## src/rtl/xadc_cobs_encoder.sv

```systemverilog
// COBS encoder for the XADC packet byte stream. Each input frame is encoded and then closed with a 0x00 delimiter.
// Latency: the code byte is valid one cycle after the input byte that closes its group. Groups are stored and then forwarded.
// Backpressure: s_tready is high only while a group fills. Outputs stay stable while m_tvalid && !m_tready.
module xadc_cobs_encoder #(
  parameter int GROUP_MAX = 254
) (
  input  logic       clk,
  input  logic       rst,
  input  logic [7:0] s_tdata,
  input  logic       s_tvalid,
  output logic       s_tready,
  input  logic       s_tlast,
  output logic [7:0] m_tdata,
  output logic       m_tvalid,
  input  logic       m_tready,
  output logic       m_tlast
);

  localparam int CW = $clog2(GROUP_MAX + 1);

  typedef enum logic [1:0] {
    FILL,
    SEND_CODE,
    SEND_DATA,
    SEND_DELIM
  } state_t;

  state_t          state;
  logic [7:0]      grp_buf [0:(1 << CW) - 1];
  logic [CW-1:0]   count;
  logic [CW-1:0]   rd_idx;
  logic            zero_last;
  logic            frame_end;

  logic            in_hs;
  logic            out_hs;
  logic            group_close;
  logic            group_done;
  logic [7:0]      code_val;

  assign in_hs  = s_tready && s_tvalid;
  assign out_hs = m_tvalid && m_tready;

  // Code byte for the group that closes on this input byte, and the close / finish conditions
  always_comb begin
    code_val    = 8'h00;
    group_close = 1'b0;
    group_done  = 1'b0;
    if (s_tdata == 8'h00) begin
      code_val = 8'(count) + 8'd1;
    end else if (count == CW'(GROUP_MAX - 1)) begin
      code_val = 8'(GROUP_MAX + 1);
    end else begin
      code_val = 8'(count) + 8'd2;
    end
    if (state == FILL && in_hs) begin
      group_close = (s_tdata == 8'h00) || s_tlast || (count == CW'(GROUP_MAX - 1));
    end
    if (out_hs) begin
      group_done = (state == SEND_CODE && count == '0) ||
                   (state == SEND_DATA && rd_idx == count - CW'(1));
    end
  end

  // Group storage: non-zero bytes are written at the fill index. Zero bytes are implied by the code.
  always_ff @(posedge clk) begin
    if (state == FILL && in_hs && s_tdata != 8'h00) begin
      grp_buf[count] <= s_tdata;
    end
  end

  // Encoder FSM with registered handshake outputs
  always_ff @(posedge clk) begin
    if (rst) begin
      state     <= FILL;
      s_tready  <= 1'b0;
      m_tvalid  <= 1'b0;
      m_tdata   <= 8'h00;
      m_tlast   <= 1'b0;
      count     <= '0;
      rd_idx    <= '0;
      zero_last <= 1'b0;
      frame_end <= 1'b0;
    end else begin
      case (state)
        FILL: begin
          s_tready <= 1'b1;
          if (in_hs && s_tdata != 8'h00) begin
            count <= count + CW'(1);
          end
          if (group_close) begin
            if (s_tdata == 8'h00) begin
              zero_last <= s_tlast;
              frame_end <= 1'b0;
            end else begin
              frame_end <= s_tlast;
            end
            s_tready <= 1'b0;
            m_tvalid <= 1'b1;
            m_tdata  <= code_val;
            state    <= SEND_CODE;
          end
        end
        SEND_CODE: begin
          if (out_hs && count != '0) begin
            rd_idx  <= '0;
            m_tdata <= grp_buf[0];
            state   <= SEND_DATA;
          end
        end
        SEND_DATA: begin
          if (out_hs && !group_done) begin
            rd_idx  <= rd_idx + CW'(1);
            m_tdata <= grp_buf[rd_idx + CW'(1)];
          end
        end
        SEND_DELIM: begin
          if (out_hs) begin
            zero_last <= 1'b0;
            frame_end <= 1'b0;
            count     <= '0;
            m_tvalid  <= 1'b0;
            m_tlast   <= 1'b0;
            s_tready  <= 1'b1;
            state     <= FILL;
          end
        end
        default: state <= FILL;
      endcase

      // Last byte of a group has gone out: a trailing zero adds an empty group,
      // then the delimiter if the frame is over, otherwise start filling again.
      if (group_done) begin
        rd_idx <= '0;
        if (zero_last) begin
          zero_last <= 1'b0;
          frame_end <= 1'b1;
          count     <= '0;
          m_tdata   <= 8'h01;
          state     <= SEND_CODE;
        end else if (frame_end) begin
          m_tdata <= 8'h00;
          m_tlast <= 1'b1;
          state   <= SEND_DELIM;
        end else begin
          count    <= '0;
          m_tvalid <= 1'b0;
          s_tready <= 1'b1;
          state    <= FILL;
        end
      end
    end
  end

endmodule

```

## config.mk

```make
export PLATFORM = sky130hd
export DESIGN_NAME = xadc_cobs_encoder
export DESIGN_NICKNAME = d
export VERILOG_FILES = /design/src/rtl/xadc_cobs_encoder.sv
export SDC_FILE = /design/constraint.sdc
export NUM_CORES = 2
export LEC_CHECK = 0
export CAP_MARGIN = 20
export CELL_PAD_IN_SITES_DETAIL_PLACEMENT = 2
export CELL_PAD_IN_SITES_GLOBAL_PLACEMENT = 2
export CORE_MARGIN = 8
export CORE_UTILIZATION = 47
export DETAILED_ROUTE_END_ITERATION = 10
export PLACE_DENSITY_LB_ADDON = 0.1
export SYNTH_ARGS = -nofsm -noshare
export SYNTH_HDL_FRONTEND = slang
export SYNTH_SLANG_ARGS = --single-unit
export TNS_END_PERCENT = 50
```

## constraint.sdc

```tcl
create_clock -name clk -period 3.5 [get_ports clk]
set_input_delay 0.7 -clock clk [delete_from_list [all_inputs] [get_ports clk]]
set_output_delay 0.7 -clock clk [all_outputs]
set_load 0.01 [all_outputs]
```

==> results by group <==
Synthesis
  – Post-Synth XOR/XNOR Area: less than 1%
  – Post-synth EDFFs: about 2,000
  – Sequential fraction of the synthesis area: roughly three quarters
  – Synth Net Count: 4,070
  – Area fraction in compound gates after synthesis: under 10%
  – Yosys warnings: 0
  – Synth area leaders: edfxtp_1 75%, mux4_2 15%, mux2i_1 1.9%, nor2_1 1.4%, nand2_1 1.1%
  – Synth Flop Type: edfxtp_1
  – FF+latch count, synth: 2,079
  – Largest family of logic cells by synthesized area: multiplexers
  – Synth Area in Adders: 0.1819%
  – Cell Area, Synth: around 0.083 mm^2
  – Synth top area share: around three quarters
  – Mux contribution to synthesized area: 16.63%
  – Syn Inst Count: approximately 4,000
  – Yosys cell types: 82
  – Synth async-reset ratio: 0%
  – Syn avg cell area: about 20 um^2
  – Cell taking the most area after synthesis: edfxtp_1
  – Post-Synth Simple-Gate Area: ~3.8%

Setup path
  – Cell Chain, Critical Path: ha_4 -> buf_12 -> buf_16 -> buf_16 -> mux4_2 -> mux4_2 -> o22ai_2 -> buf_4 -> o22ai_2 -> o211ai_1 -> a221oi_1
  – CP top delay family: multiplexers
  – Crit path required time: around 4200 ps
  – Crit end category: flip-flop
  – Crit-path slowest cell: mux4_2
  – CP Max Fanout: 10
  – Crit path DAT: about 4300 ps
  – CP Class: reg -> reg
  – FF-to-FF path depth: 11
  – Crit path buffers/inverters: 4
  – Cell depth of the worst setup path: 11
  – Max incr delay on CP: roughly 600 ps
  – Startpoint Class: flip-flop

Layout
  – Fraction of layout cells with a size suffix above 1: approximately 31%
  – Post-route cell area: 0.09694 mm^2
  – Final net count: roughly 4,600
  – Commonest non-fill, non-tap cell in the layout: edfxtp_1
  – Post-Layout Cell Count: approximately 7,000
  – P&R area growth vs syn: 17.44%
  – Commonest cells after routing, fill and taps aside: 2,048 x edfxtp_1, 535 x mux4_2, 378 x buf_4, 294 x nor2_1, 243 x nand2_1

STA
  – Slew Limit Fails: 0
  – Final period util: 102.6%
  – Post-layout minimum cycle time: 3592 ps
  – Final Hold Viols: 0
  – RSZ-0062 raised after global routing: yes
  – Final setup fails: 6
  – Final setup margin: -91.85 ps
  – Fmax: 0.2784 GHz
  – Slew HR: between 15 and 20%
  – Hold slack: ~170 ps
  – Clock Skew: around 36 ps
  – Worst-margin pin slew: about 1200 ps

Pwr
  – Power Density: 527.7 mW/mm^2
  – Post-layout total power: 51,150 uW
  – Leak pwr: 0.02995 uW
  – VDD IR max: between 500 and 600 uV

Clock network
  – Clock Latency Late Sink: roughly 870 ps
  – Max clock buf depth: 3
  – Clock sinks: ~2,100
  – Num CTS Buffers: 211
  – CTS clk-pin slew, worst paths: roughly 80 ps
  – Htree depth: 4
  – CTS tree: done
  – Root Driver: clkbuf_16

Die
  – I/O pins: 24
  – Die height: roughly 440 um
  – Die area: between 0.15 and 0.2 mm^2
  – Core area: between 0.15 and 0.2 mm^2
  – Floorplan row count: 154
  – Initial core utilization: between 40 and 50%
  – Die W: between 400 and 500 um

Route
  – # DRC: 0
  – DRT Pass-1 Iters: 5
  – Initial drt markers: 5,638
  – Antenna-violating nets left: 0
  – Vias per cell: approximately 6.5
  – DRT Wirelength: about 290,000 um
  – DR WL/cell: 41.47 um
  – Vias: about 46,000

Placement
  – DP Wirelength: 177,900 um
  – GPL Wtd Cong: 0.8386
  – Port bufs: 23
  – Placed Instances: around 6,600
  – Placed Area: a little under 0.09 mm^2
  – Setup WS pre-CTS: -498.0 ps

Run status
  – Failing checks: negative setup slack
  – Outcome: finished with violations

GRT
  – Grt total ovfl: 0
  – Initial antenna violation count: 23
  – Largest net degree at the start of global routing: around 180
  – Vias in the first global route: a little under 50,000
  – First-pass GRT wire length: approximately 400,000 um
  – Total GRT Usage: 30.09%

Worst hold path
  – HP Class: in -> reg
  – Hold Path Depth: 1

Job
  – Maxcap violations: 0
power by group:
| part | switching (uW) | leakage [uW] | internal [uW] |
|---|---|---|---|
| logic | 870 | 0.00808 | 271 |
| clock network | 10300 | 0.00322 | 12300 |
| registers | 45.6 | 0.0187 | 27400 |
| total | 11200 | 0.0299 | 39900 |
final cells by class:
class | count | area, um^2
fillers | 14610 | 78400
inverters | 17 | 63.81
flip-flops and latches | 2079 | 62130
clock inverters | 118 | 1064
multi-input cells | 1701 | 19670
well taps | 2340 | 2928
diodes | 8 | 20.02
clock buffers | 269 | 5569
repair buffers | 523 | 5499
per-layer routing:
metal  share of wire, %  global-route usage [%]  vias to the layer above  wire length [um]
met5              0.021                       0                        -                60
met4                4.8                   13.16                        6             14120
met3                7.9                   6.114                      576             23170
met2                 49                   49.71                     2472            144500
met1                 38                   38.98                    24900            110700
li1                   -                       -                    17670                 -
state kept, by name, summed over array words and instances, names as in the netlist, 2 cells and up:
signal and flops:
rd_idx 8, grp_buf 2048, count 8, m_tdata 8, state 2
cell usage after synthesis (all sizes together), types with 15 or more instances:
cell,instances
nor2,299
and3,17
inv,17
mux4,535
dfxtp,31
a21oi,49
nand4,18
nand3,100
nor3,15
edfxtp,2048
a311oi,29
o21ai,25
mux2i,153
xnor2,16
buf,167
clkbuf,81
nand2,245
final timing paths:
kind | start | endpoint | slack, ps
max | rd_idx[0] | m_tdata[5] | -90
min | s_tdata[7] | grp_buf[175][7] | 170
max reg2reg | rd_idx[0] | m_tdata[5] | -90
min reg2reg | m_tlast | m_tlast | 490
repair_timing:
action | in CTS | in global routing
gates cloned | 3 | 4
setup buffers | 12 | 28
hold buffers | 0 | 0
setup endpoints to repair | 9 | 25
pin swaps | 12 | 20
gates resized for setup | 70 | 68
logic make-up (layout without fill, tap and decap cells):
logic type	after synthesis	after routing
flops	2079	2079
simple gates	732	732
mux	701	701
buf+inv	265	927
compound gates	227	227
xor+xnor	29	29
fa+ha+maj	12	12
other cells	0	8
stage by stage:
step	setup TNS (ps)	util, %
finish	-293.2	55.29
global route	-278.6	55.28
detailed placement	-9776	50.74
floorplan	0	-
global placement	-1652	50.74
CTS	-90.20	54.85
No activity file was read; power rests on OpenSTA's default activity.
